**src/rtl/btb_pkg.sv**
```systemverilog
// btb_pkg: shared types for the BTB update issuer and its ring buffer.
// Holds the update record, the issuer FSM state enum and the default PC width.
package btb_pkg;

    localparam int BTB_PC_W = 32;

    typedef struct packed {
        logic [BTB_PC_W-1:0] pc;
        logic [BTB_PC_W-1:0] target;
        logic                taken;
    } btb_update_t;

    typedef enum logic [1:0] {
        IDLE,
        REQ,
        WAIT
    } issuer_state_t;

endpackage

```
**src/rtl/btb_update_issuer_if.sv**
```systemverilog
// btb_update_issuer_if: pipeline update handshake plus BTB write/resp bus.
// master = issuer side (drives upd_ready, btb_*), slave = pipeline + BTB side.
interface btb_update_issuer_if
    import btb_pkg::*;
#(
    parameter int PC_W = BTB_PC_W
) ();

    logic            upd_valid;
    logic [PC_W-1:0] upd_pc;
    logic [PC_W-1:0] upd_target;
    logic            upd_taken;
    logic            upd_ready;
    logic            btb_write;
    logic [PC_W-1:0] btb_pc;
    logic [PC_W-1:0] btb_target;
    logic            btb_taken;
    logic            btb_resp;

    modport master (
        input  upd_valid, upd_pc, upd_target, upd_taken, btb_resp,
        output upd_ready, btb_write, btb_pc, btb_target, btb_taken
    );

    modport slave (
        output upd_valid, upd_pc, upd_target, upd_taken, btb_resp,
        input  upd_ready, btb_write, btb_pc, btb_target, btb_taken
    );

endinterface

```
**src/rtl/btb_update_fifo.sv**
```systemverilog
// btb_update_fifo: ring buffer of pending BTB updates.
// Ports: push/din write at wr_ptr, pop advances rd_ptr, head = oldest entry, count = occupancy.
module btb_update_fifo
    import btb_pkg::*;
#(
    parameter int  DEPTH = 4,
    parameter type T     = btb_update_t
) (
    input  logic                   clk,
    input  logic                   rst_n,
    input  logic                   push,
    input  T                       din,
    input  logic                   pop,
    output T                       head,
    output logic [$clog2(DEPTH):0] count
);

    localparam int AW = $clog2(DEPTH);

    T              mem_q [DEPTH];
    logic [AW-1:0] wr_ptr_q, wr_ptr_d;
    logic [AW-1:0] rd_ptr_q, rd_ptr_d;
    logic [AW:0]   count_q, count_d;

    // Pointers wrap naturally; only count tells full from empty.
    always_comb begin
        wr_ptr_d = wr_ptr_q;
        rd_ptr_d = rd_ptr_q;
        count_d  = count_q;
        if (push) wr_ptr_d = wr_ptr_q + 1'b1;
        if (pop)  rd_ptr_d = rd_ptr_q + 1'b1;
        if (push && !pop)      count_d = count_q + 1'b1;
        else if (!push && pop) count_d = count_q - 1'b1;
    end

    always_ff @(posedge clk) begin
        if (!rst_n) begin
            wr_ptr_q <= '0;
            rd_ptr_q <= '0;
            count_q  <= '0;
        end else begin
            wr_ptr_q <= wr_ptr_d;
            rd_ptr_q <= rd_ptr_d;
            count_q  <= count_d;
        end
    end

    always_ff @(posedge clk) begin
        if (push) mem_q[wr_ptr_q] <= din;
    end

    assign head  = mem_q[rd_ptr_q];
    assign count = count_q;

endmodule

```
**src/rtl/btb_update_issuer.sv**
```systemverilog
// btb_update_issuer: buffers resolved-branch updates and issues each as a one-cycle
// BTB write, retiring on resp or on timeout. Ports: clk, rst_n, bus (master), count, timeout_err.
module btb_update_issuer
    import btb_pkg::*;
#(
    parameter int DEPTH   = 4,
    parameter int PC_W    = BTB_PC_W,
    parameter int TIMEOUT = 15
) (
    input  logic                   clk,
    input  logic                   rst_n,
    btb_update_issuer_if.master    bus,
    output logic [$clog2(DEPTH):0] count,
    output logic                   timeout_err
);

    localparam int            CW    = $clog2(DEPTH) + 1;
    localparam int            WW    = $clog2(TIMEOUT);
    localparam logic [WW-1:0] WLAST = WW'(TIMEOUT - 1);

    issuer_state_t state_q, state_d;
    logic [WW-1:0] wcnt_q, wcnt_d;
    logic          terr_q, terr_d;
    logic          push, pop, active;
    btb_update_t   din, head;

    // Ready depends only on registered count, so a pop cannot free a full slot early.
    assign bus.upd_ready = (count != CW'(DEPTH));
    assign push          = bus.upd_valid && bus.upd_ready;
    assign din           = '{pc: bus.upd_pc, target: bus.upd_target, taken: bus.upd_taken};

    btb_update_fifo #(
        .DEPTH (DEPTH),
        .T     (btb_update_t)
    ) u_fifo (
        .clk   (clk),
        .rst_n (rst_n),
        .push  (push),
        .din   (din),
        .pop   (pop),
        .head  (head),
        .count (count)
    );

    // resp outside WAIT is a protocol violation and falls through untouched.
    always_comb begin
        state_d = state_q;
        wcnt_d  = wcnt_q;
        terr_d  = terr_q;
        pop     = 1'b0;
        unique case (1'b1)
            state_q == IDLE: begin
                if (count != '0) state_d = REQ;
            end
            state_q == REQ: begin
                wcnt_d  = '0;
                state_d = WAIT;
            end
            state_q == WAIT: begin
                if (bus.btb_resp || wcnt_q == WLAST) begin
                    pop = 1'b1;
                    if (!bus.btb_resp) terr_d = 1'b1;
                    // count is pre-pop here, so > 1 means entries remain.
                    state_d = (count > CW'(1)) ? REQ : IDLE;
                end else begin
                    wcnt_d = wcnt_q + 1'b1;
                end
            end
            default: state_d = IDLE;
        endcase
    end

    always_ff @(posedge clk) begin
        if (!rst_n) begin
            state_q <= IDLE;
            wcnt_q  <= '0;
            terr_q  <= 1'b0;
        end else begin
            state_q <= state_d;
            wcnt_q  <= wcnt_d;
            terr_q  <= terr_d;
        end
    end

    assign active         = (state_q == REQ) || (state_q == WAIT);
    assign bus.btb_write  = (state_q == REQ);
    assign bus.btb_pc     = active ? head.pc     : '0;
    assign bus.btb_target = active ? head.target : '0;
    assign bus.btb_taken  = active ? head.taken  : 1'b0;
    assign timeout_err    = terr_q;

endmodule

```
**src/flat_wrapper.sv**
```systemverilog
// flat-port wrapper written by rule: the top's interface ports become plain ports
module btb_update_issuer_flat import btb_pkg::*;
#(
    parameter int DEPTH   = 4,
    parameter int PC_W    = BTB_PC_W,
    parameter int TIMEOUT = 15
)
  (clk, rst_n, count, timeout_err, bus_upd_valid, bus_upd_pc, bus_upd_target, bus_upd_taken, bus_btb_resp, bus_upd_ready, bus_btb_write, bus_btb_pc, bus_btb_target, bus_btb_taken);
  btb_update_issuer_if #(.PC_W(PC_W)) bus_i ();
  input  logic clk;
  input  logic rst_n;
  output logic [$clog2(DEPTH):0] count;
  output logic timeout_err;
  input wire logic [$bits(bus_i.upd_valid)-1:0] bus_upd_valid;
  input wire logic [$bits(bus_i.upd_pc)-1:0] bus_upd_pc;
  input wire logic [$bits(bus_i.upd_target)-1:0] bus_upd_target;
  input wire logic [$bits(bus_i.upd_taken)-1:0] bus_upd_taken;
  input wire logic [$bits(bus_i.btb_resp)-1:0] bus_btb_resp;
  output wire logic [$bits(bus_i.upd_ready)-1:0] bus_upd_ready;
  output wire logic [$bits(bus_i.btb_write)-1:0] bus_btb_write;
  output wire logic [$bits(bus_i.btb_pc)-1:0] bus_btb_pc;
  output wire logic [$bits(bus_i.btb_target)-1:0] bus_btb_target;
  output wire logic [$bits(bus_i.btb_taken)-1:0] bus_btb_taken;
  assign bus_i.upd_valid = bus_upd_valid;
  assign bus_i.upd_pc = bus_upd_pc;
  assign bus_i.upd_target = bus_upd_target;
  assign bus_i.upd_taken = bus_upd_taken;
  assign bus_i.btb_resp = bus_btb_resp;
  assign bus_upd_ready = bus_i.upd_ready;
  assign bus_btb_write = bus_i.btb_write;
  assign bus_btb_pc = bus_i.btb_pc;
  assign bus_btb_target = bus_i.btb_target;
  assign bus_btb_taken = bus_i.btb_taken;
  btb_update_issuer #(.DEPTH(DEPTH), .PC_W(PC_W), .TIMEOUT(TIMEOUT)) u_core (.clk(clk), .rst_n(rst_n), .bus(bus_i), .count(count), .timeout_err(timeout_err));
endmodule
```
**config.mk**
```make
export PLATFORM = sky130hd
export DESIGN_NAME = btb_update_issuer_flat
export DESIGN_NICKNAME = d
export VERILOG_FILES = /design/src/rtl/btb_pkg.sv /design/src/rtl/btb_update_issuer_if.sv /design/src/rtl/btb_update_fifo.sv /design/src/rtl/btb_update_issuer.sv /design/src/flat_wrapper.sv
export SDC_FILE = /design/constraint.sdc
export NUM_CORES = 1
export LEC_CHECK = 0
export ABC_AREA = 0
export BUFFER_PORTS_ARGS = -buffer_cell sky130_fd_sc_hd__buf_2
export CORE_MARGIN = 4
export CORE_UTILIZATION = 45
export CTS_CLUSTER_SIZE = 12
export DETAILED_ROUTE_END_ITERATION = 10
export PLACE_DENSITY = 0.65
export SYNTH_ARGS = -nofsm -noshare
export SYNTH_HDL_FRONTEND = slang
export SYNTH_SLANG_ARGS = --single-unit
```
**constraint.sdc**
```tcl
create_clock -name clk -period 2.7 [get_ports clk]
set_input_delay 0.27 -clock clk [delete_from_list [all_inputs] [get_ports clk]]
set_output_delay 0.27 -clock clk [all_outputs]
set_load 0.01 [all_outputs]
```
==> results of run 1 <==
==> sequential cells by signal, summed over array words and instances, names as in the netlist, named ones only <==
signal and flops:
u_core.u_fifo.rd_ptr_q 2, u_core.u_fifo.count 3, u_core.u_fifo.mem_q 260, u_core.state_q 2, u_core.timeout_err 1, u_core.wcnt_q 4, u_core.u_fifo.wr_ptr_q 2
==> how the worst max path moves through the flow <==
stage,cells after the start,endpoint,slack (ps),start
floorplan,4,u_core.u_fifo.mem_q[0][0],350,u_core.u_fifo.count[0]
global placement,5,u_core.u_fifo.mem_q[3][36],620,u_core.u_fifo.count[0]
detailed placement,5,u_core.u_fifo.mem_q[3][36],530,u_core.u_fifo.count[0]
CTS,4,bus_btb_pc[19],30,register
global route,5,bus_btb_pc[7],30,u_core.state_q[0]
finish,5,bus_btb_target[13],150,u_core.state_q[0]
==> placed cells by master, fill, tap and decap left out, types with 5 or more instances in the layout <==
master	count
edfxtp_1	260
buf_2	139
and2_1	72
mux4_2	65
dlygate4sd3_1	65
clkbuf_16	29
ha_1	14
dfxtp_1	14
clkbuf_1	10
buf_12	10
nand2_1	8
inv_1	7
o21ai_0	6
nor2_1	5
buf_4	5
==> synthesized netlist by cell type (4+ instances only) <==
library cell	instances
nand3_1	4
nand2_1	8
nor2_1	5
clkbuf_1	9
ha_1	15
and2_1	76
edfxtp_1	260
o21ai_0	6
buf_6	6
dfxtp_1	16
buf_2	7
xnor2_1	4
mux4_2	65
inv_1	7
==> cell families (layout without fill, tap and decap cells) <==
family,after synthesis,count (layout),share of synthesized area (%)
flip-flops,276,276,75.8
AND/OR/NAND/NOR,103,103,5.70
multiplexers,67,67,13.8
buffers and inverters,29,277,1.52
adder cells (fa/ha/maj),15,15,1.75
AO/OA/AOI/OAI,14,14,0.817
XOR/XNOR,7,7,0.572
other,0,1,0
==> final cells by class <==
cell class	instances	area, µm²
clock inverter	10	77.6
antenna	1	2.50
multi-input combinational	206	2440
fill	1756	10000
sequential	276	8140
tap	319	399
clock buffer	40	777
inverter	7	26.3
timing repair buffer	220	1610
==> worst max-delay path, stage by stage, from the launching register on <==
cell and delay, ps:
dfxtp_1 400, inv_1 100, ha_2 590, buf_4 310
and2_1 200, buf_2 140
==> stage by stage <==
stage / hold WS, ps / instances / cell area (µm²) / utilization (%) / power [µW]
final: 103 / 1079 / 13500 / 57.4 / 11300
after global routing: 113 / 1079 / 13500 / 57.4 / 11900
after CTS: 83.7 / 1077 / 13400 / 57.3 / 11500
after detailed placement: 486 / 962 / 11900 / 50.9 / 7800
after global placement: 480 / 962 / 11900 / 50.9 / 7740
after floorplan: 369 / 511 / 10700 / - / 6740
==> power breakdown <==
group / total, µW / internal (µW) / switching [µW]
clock: 3580 / 2090 / 1490
sequential: 5290 / 5150 / 141
combinational: 2470 / 1140 / 1330
==> routing by layer <==
| layer | wire (µm) | up-vias |
|---|---|---|
| met5 | 20 | - |
| met4 | 405 | 4 |
| met3 | 1360 | 40 |
| met2 | 10900 | 141 |
| met1 | 9040 | 2825 |
| li1 | - | 2494 |
==> what timing repair did <==
item,4_1_cts,5_1_grt
setup buffers,0,1
endpoints found under the hold margin,260,0
hold buffers,65,0
endpoints found under the setup margin,0,13
==> summary.md, run 1 <==
| Metric | Value |
|---|---|
| Status | `complete, no violations` |
| Critical path class | `reg -> out` |
| Hold Crit Endpoint | `u_core.wcnt_q[0]` |
| Syn nets | `595` |
| Reg2Reg Launch Point | `u_core.u_fifo.count[0]` |
| Starting Density | `45.7%` |
| Worst-margin pin slew | `436 ps` |
| Hold path startpoint | `rst_n` |
| Reg2reg path depth | `5` |
| WHS Path Cells | `2` |
| PortBufs | `roughly 140` |
| Critical Path RT | `roughly 2400 ps` |
| DIE HEIGHT | `162 µm` |
| Mapped Area | `between 10000 and 15000 µm²` |
| Pwr dens | `841 nW/µm²` |
| Worst-Skew Late Latency | `530 ps` |
| Final Skew | `5.61 ps` |
| Post-DP HPWL | `~13000 µm` |
| Final setup TNS | `0 ps` |
| Post-synthesis sequential area ratio | `75.8%` |
| EDFF count, synth | `260` |
| First-pass iteration count of the detailed router | `5` |
| Relative slew slack | `a little under three quarters` |
| Drc violations | `0` |
| Largest cells by area after synthesis | `edfxtp_1 (73%), mux4_2 (14%), and2_1 (4.4%)` |
| Post-route ant nets | `0` |
| Synth top area share | `72.8%` |
| Vias per inst | `about 5.1` |
| Setup violations, final | `0` |
| Core area | `approximately 23000 µm²` |
| Worst-path clk slew | `about 60 ps` |
| Setup WS post-layout | `~150 ps` |
| Cells after Synth | `511` |
| Number of global-route vias before repair | `a little over 6000` |
| Post-Place Setup Slack | `533 ps` |
| Warnings from Yosys | `0` |
| All-Layer GR Usage | `16.6%` |
| Slew Limit Fails | `0` |
| DIE AREA | `26400 µm²` |
| Chip width | `162 µm` |
| Largest net degree at the start of global routing | `42` |
| Grt ovf | `0` |
| Hold Vio Cnt, Final | `0` |
| DR iter-0 viols | `389` |
| DR WL/cell | `20.2 µm` |
| Cell variety after synth | `28` |
| Worst Setup Start Kind | `register` |
| Antenna violations before repair | `3` |
| Ys async rst share | `0%` |
| Yosys top cell by area | `edfxtp_1` |
| GR peak layer | `met2` |
| FF+latch count, synth | `276` |
| Root Buffer Master | `clkbuf_16` |
| CP Capture Type | `output pin` |
| Max VDD drop | `0.000486 V` |
| Maxcap violations | `0` |
| Clock sinks | `276` |
| Met2 GRT Util | `28.0%` |
| LEAKAGE | `0.00474 µW` |
| CTS tree | `yes` |
| Met1 usage | `22.1%` |
| CP arrival | `2280 ps` |
| Layout area overhead | `25.7%` |
| Cts bufs inserted | `29` |
| Synth Flop Type | `edfxtp_1` |
| Final cycle utilization of the critical path | `a little over nine tenths` |
| Met3 usage | `between 3 and 4%` |
| PostCTS Resize Cnt | `0` |
| Max Root-Sink Buffers | `3` |
| First-pass GRT wire length | `34000 µm` |
| Worst R2R End | `u_core.u_fifo.mem_q[3][34]` |
| Avg Cell Area, Syn | `approximately 21 µm²` |
| Share of layout cells above drive strength 1 | `approximately a third` |
| HP Class | `in -> reg` |
| Layout Nets | `824` |
| Final Wtd Congestion | `about 0.76` |
| Largest fanout on the critical path | `19` |
| Overall routed net length | `21800 µm` |
| Std cell rows | `56` |
| Vias | `5504` |
| I/O pin count | `140` |
| Fmax | `393 MHz` |
| H-tree levels | `1` |
| Minimum clock period | `2550 ps` |
| Worst R2R Setup Slack | `~550 ps` |
| RSZ-0062 raised after global routing | `no` |
Note: power is estimated with default switching activity, not from simulation.
==> run 2, diff against run 1 <==
- CTS_BUF_LIST: default -> sky130_fd_sc_hd__clkbuf_16
==> run 2 against run 1 <==
- final area about the same
- first-iteration DRC count down 1.8%
- worst setup slack got worse by 0.76 ps
- global-route usage about the same
- cell count is the same
- power fell by 0.68%
- combinational power about the same
- non-clock buffer count did not move
- worst hold slack worse by 6.1 ps
- utilization barely moved
- clock power decreased by 2%
==> summary.md, run 2 (synthesized netlist as in run 1, its figures left out) <==
| Metric | Value |
|---|---|
| Status | `complete, no violations` |
| Critical Path RT | `between 2000 and 2500 ps` |
| Grt ovf | `0` |
| Reg2Reg Launch Point | `u_core.u_fifo.count[0]` |
| DIE HEIGHT | `162 µm` |
| Number of global-route vias before repair | `6103` |
| Core area | `about 23000 µm²` |
| First-pass GRT wire length | `34000 µm` |
| Chip width | `162 µm` |
| Maxcap violations | `0` |
| Worst R2R End | `u_core.u_fifo.mem_q[3][4]` |
| Cts bufs inserted | `29` |
| PortBufs | `roughly 140` |
| Starting Density | `45.7%` |
| Antenna violations before repair | `3` |
| LEAKAGE | `0.00478 µW` |
| H-tree levels | `1` |
| Root Buffer Master | `clkbuf_16` |
| Most common cell after layout, fill and taps aside | `edfxtp_1` |
| Vias per inst | `around 5.1` |
| Share of layout cells above drive strength 1 | `about a third` |
| CP arrival | `around 2300 ps` |
| HP Class | `in -> reg` |
| CTS tree | `yes` |
| Vias | `5486` |
| Worst-path clk slew | `approximately 60 ps` |
| Post-DP HPWL | `13400 µm` |
| Pwr dens | `~840 nW/µm²` |
| Largest net degree at the start of global routing | `42` |
| Largest fanout on the critical path | `19` |
| DR iter-0 viols | `approximately 380` |
| CP Capture Type | `output pin` |
| Worst R2R Setup Slack | `570 ps` |
| Std cell rows | `56` |
| Clock sinks | `approximately 280` |
| Final cycle utilization of the critical path | `roughly 94%` |
| WHS Path Cells | `2` |
| Layout area overhead | `25.6%` |
| Max Root-Sink Buffers | `3` |
| Drc violations | `0` |
| Setup violations, final | `0` |
| Max reg flops | `260` |
| All-Layer GR Usage | `16.6%` |
| Total power | `around 11000 µW` |
| Final Wtd Congestion | `around 0.76` |
| Hold Crit Endpoint | `u_core.wcnt_q[0]` |
| Critical path class | `reg -> out` |
| Slew Limit Fails | `0` |
| Minimum clock period | `2550 ps` |
| Reg2reg path depth | `5` |
| Post-route ant nets | `0` |
| Overall routed net length | `21700 µm` |
| Layout Nets | `824` |
| Max VDD drop | `0.000480 V` |
| Hold Vio Cnt, Final | `0` |
| Worst-margin pin slew | `approximately 440 ps` |
| DIE AREA | `26400 µm²` |
| First-pass iteration count of the detailed router | `4` |
| I/O pin count | `140` |
| Final setup TNS | `0 ps` |
| Fmax | `392 MHz` |
| DR WL/cell | `20.1 µm` |
| RSZ-0062 raised after global routing | `no` |
| Worst-Skew Late Latency | `530 ps` |
| PostCTS Resize Cnt | `0` |
| Hold path startpoint | `rst_n` |
| Relative slew slack | `70.6%` |
| Final Skew | `6.85 ps` |
| Worst Setup Start Kind | `register` |
| Reg with most FFs | `u_core.u_fifo.mem_q` |
| Most frequent cells in the layout | `edfxtp_1 (260), buf_2 (139), and2_1 (72)` |
-- run 2: changes by cell type in the layout (fill, tap and decap cells not counted), sizes merged --
cell,delta
clkinv,+1
clkbuf,-11
inv,+10
-- run 2: final cells by class --
type / instances / area (µm²)
tap: 319 / 399
inverter: 7 / 26.3
fill: 1756 / 10000
antenna: 1 / 2.50
sequential: 276 / 8140
clock inverter: 21 / 119
clock buffer: 29 / 726
timing repair buffer: 220 / 1610
multi-input combinational: 206 / 2440
-- run 2: worst max-delay path by stage --
stage | start | endpoint | cells after the start
6_report | u_core.state_q[0] | bus_btb_target[13] | 5
5_1_grt | u_core.state_q[0] | bus_btb_pc[7] | 5
4_1_cts | register | bus_btb_pc[19] | 4
3_5_place_dp | u_core.u_fifo.count[0] | u_core.u_fifo.mem_q[3][36] | 5
3_3_place_gp | u_core.u_fifo.count[0] | u_core.u_fifo.mem_q[3][36] | 5
2_1_floorplan | u_core.u_fifo.count[0] | u_core.u_fifo.mem_q[0][0] | 4
-- run 2: stage by stage --
stage	setup slack (ps)	area (µm²)	hold WS (ps)	cells	util [%]
5_1_grt	22.6	13500	110	1079	57.4
3_3_place_gp	619	11900	480	962	50.9
4_1_cts	25.9	13400	82.4	1077	57.2
3_5_place_dp	533	11900	486	962	50.9
2_1_floorplan	354	10700	369	511	-
6_report	152	13500	97.1	1079	57.4
-- run 2: repair_timing --
action,in CTS,in global routing
hold endpoints to repair,260,0
hold buffers,65,0
setup endpoints to repair,0,13
setup buffers,0,1
-- run 2: report_power, final --
part / switching, µW / total, µW / internal [µW] / leakage [µW]
Clock: 1490 / 3510 / 2020 / 0.000451
Sequential: 141 / 5290 / 5150 / 0.00252
Combinational: 1320 / 2460 / 1140 / 0.00181
-- run 2: per-layer routing --
metal | track usage (%) | routed length (µm) | share of wire, % | vias up
met3 | 4.13 | 1560 | 7.2 | 36
li1 | - | - | - | 2493
met2 | 28.0 | 10900 | 50 | 151
met4 | 3.77 | 367 | 1.7 | 4
met1 | 22.1 | 8860 | 41 | 2802
met5 | 0 | 20 | 0.092 | -
-- run 2: critical path, stage by stage (launching register included) --
cell     delay (ps)
dfxtp_1         400
inv_1           100
ha_2            590
buf_4           310
and2_1          200
buf_2           140
==> run 3, diff against run 2 <==
- REMOVE_ABC_BUFFERS: default -> 1
==> run 3 against run 2 <==
- register-to-register slack about the same
- via count decreased by 0.42%
- final area increased by 0.24%
- die area unchanged
- global-route usage decreased by 0.50 points
- combinational power about the same
- critical path depth decreased by 1
- critical path type unchanged
- critical endpoint is now bus_btb_target[9]
==> summary.md, run 3 (synthesized netlist as in run 1, its figures left out) <==
| Metric | Value |
|---|---|
| Std cell rows | `56` |
| Vias | `5463` |
| LEAKAGE | `0.00479 µW` |
| Final Wtd Congestion | `~0.76` |
| Setup violations, final | `0` |
| Worst R2R End | `u_core.u_fifo.mem_q[3][55]` |
| Vias per inst | `5.07` |
| Most frequent cells in the layout | `edfxtp_1 (260), buf_2 (139), and2_1 (72)` |
| RSZ-0062 raised after global routing | `no` |
| Antenna violations before repair | `0` |
| Dpl cells | `961` |
| Status | `complete, no violations` |
| Fill count | `1802` |
| Relative slew slack | `approximately 66%` |
| Most common cell after layout, fill and taps aside | `edfxtp_1` |
| Final Skew | `15.4 ps` |
| CP Capture Type | `output pin` |
| Sw frac | `26.0%` |
| First-pass iteration count of the detailed router | `4` |
| Worst-margin pin slew | `slightly above 500 ps` |
| CP peak stage delay | `just under 700 ps` |
| PortBufs | `139` |
| Core area | `about 23000 µm²` |
| DR top layer | `met4` |
| WHS Path Cells | `2` |
| Final cycle utilization of the critical path | `between 90% and 100%` |
| Slowest-stage cell, CP | `dfxtp_4` |
| Grt ovf | `0` |
| Post-route ant nets | `0` |
| Combinational power share | `22.0%` |
| Hold Vio Cnt, Final | `0` |
| First-pass GRT wire length | `roughly 33000 µm` |
| Worst-path clk slew | `60 ps` |
| CP arrival | `~2200 ps` |
| Non-Filler Instances | `1077` |
| DR WL met3 | `1110 µm` |
| Root Buffer Master | `clkbuf_16` |
| Sequential share of power | `47.0%` |
| Hold Crit Endpoint | `u_core.wcnt_q[0]` |
| Worst R2R Setup Slack | `between 500 and 600 ps` |
| Final setup TNS | `0 ps` |
| Number of global-route vias before repair | `5997` |
| CTS tree | `yes` |
| HP Class | `in -> reg` |
| Switch Pwr | `2920 µW` |
| Layout Nets | `826` |
| Chip width | `162 µm` |
| Starting Density | `45.7%` |
| Max VDD drop | `~0.00062 V` |
| Clock Power Share | `31.0%` |
| Cell Chain, Critical Path | `buf_4, mux4_2, and2_1, buf_2` |
| Clock sinks | `276` |
| DR WL/cell | `just under 20 µm` |
| Drc violations | `0` |
| Overall routed net length | `20900 µm` |
| Share of layout cells above drive strength 1 | `35.1%` |
| DIE AREA | `26400 µm²` |
| DIE HEIGHT | `around 160 µm` |
| Routed length on met2 | `10200 µm` |
| Max Root-Sink Buffers | `3` |
| H-tree levels | `1` |
| Reg2reg path depth | `5` |
| Slew Limit Fails | `0` |
| Largest fanout on the critical path | `30` |
| # diodes | `0` |
| All-Layer GR Usage | `between 15 and 20%` |
| Reg with most FFs | `u_core.u_fifo.mem_q` |
| Minimum clock period | `about 2500 ps` |
| Critical path class | `reg -> out` |
| Cts bufs inserted | `29` |
| Fmax | `404 MHz` |
| Layout area overhead | `25.9%` |
| Worst-Skew Late Latency | `530 ps` |
| DR iter-0 viols | `351` |
| Hold path startpoint | `rst_n` |
| Post-DP HPWL | `13300 µm` |
| Max reg flops | `260` |
| Internal Pwr Total | `~8300 µW` |
| Pwr dens | `833 nW/µm²` |
| Reg2Reg Launch Point | `u_core.u_fifo.count[0]` |
| Critical Path RT | `2430 ps` |
| I/O pin count | `140` |
| Met1 WL | `9140 µm` |
| Worst Setup Start Kind | `register` |
| Maxcap violations | `0` |
| Largest net degree at the start of global routing | `47` |
## run 3: metal layers
metal / vias to the layer above / global-route usage, %
met5: - / 0
met4: 0 / 3.96
met3: 35 / 2.66
met2: 148 / 26.7
met1: 2790 / 22.7
li1: 2490 / -
## run 3: stage by stage
stage               cell area, µm²  power (µW)  worst slack (ps)  utilization [%]  hold slack [ps]
global route                 13500       11800               141             57.5              124
floorplan                    10600        6710             -1170                -              369
finish                       13500       11200               227             57.5              126
global placement             12000        7720               659             51.0              479
CTS                          13500       11400              62.6             57.3             92.7
detailed placement           12000        7780               547             51.0              491
## run 3: critical path, delay by kind of cell, from the launching register on
kind | cells | cell delay [ps]
mux | 1 | 340
buf+inv | 2 | 460
simple gates | 1 | 180
flops | 1 | 680
## run 3: worst max path at each step
stage,from,end,slack [ps],cells past startpoint
after CTS,register,bus_btb_target[9],60,4
after floorplan,register,bus_btb_pc[0],-1170,2
after global routing,register,bus_btb_target[9],140,4
final,register,bus_btb_target[9],230,4
after detailed placement,u_core.u_fifo.count[0],u_core.u_fifo.mem_q[3][31],550,5
after global placement,u_core.u_fifo.count[0],u_core.u_fifo.mem_q[1][46],660,5
## run 3: layout make-up
cell class | count | area (µm²) | area share [%]
clock inverters | 18 | 111 | 0.825
repair buffers | 222 | 1640 | 12.2
well taps | 319 | 399 | 2.96
clock buffers | 29 | 726 | 5.38
flip-flops and latches | 276 | 8140 | 60.3
multi-input cells | 206 | 2450 | 18.2
inverters | 7 | 26.3 | 0.195
## run 3: timing repair
action	4_1_cts	5_1_grt
hold buffers	65	0
setup buffers	0	4
endpoints found under the hold margin	260	0
setup endpoints to repair	0	3
gates resized for setup	0	1
## run 3: power groups by stage
stage / sequential (µW) / clock (µW) / combinational, µW
2_1_floorplan: 5410 / 0 / 1300
3_3_place_gp: 5350 / 0 / 2370
5_1_grt: 5310 / 3780 / 2730
4_1_cts: 5300 / 3570 / 2480
3_5_place_dp: 5390 / 0 / 2400
6_report: 5280 / 3480 / 2480
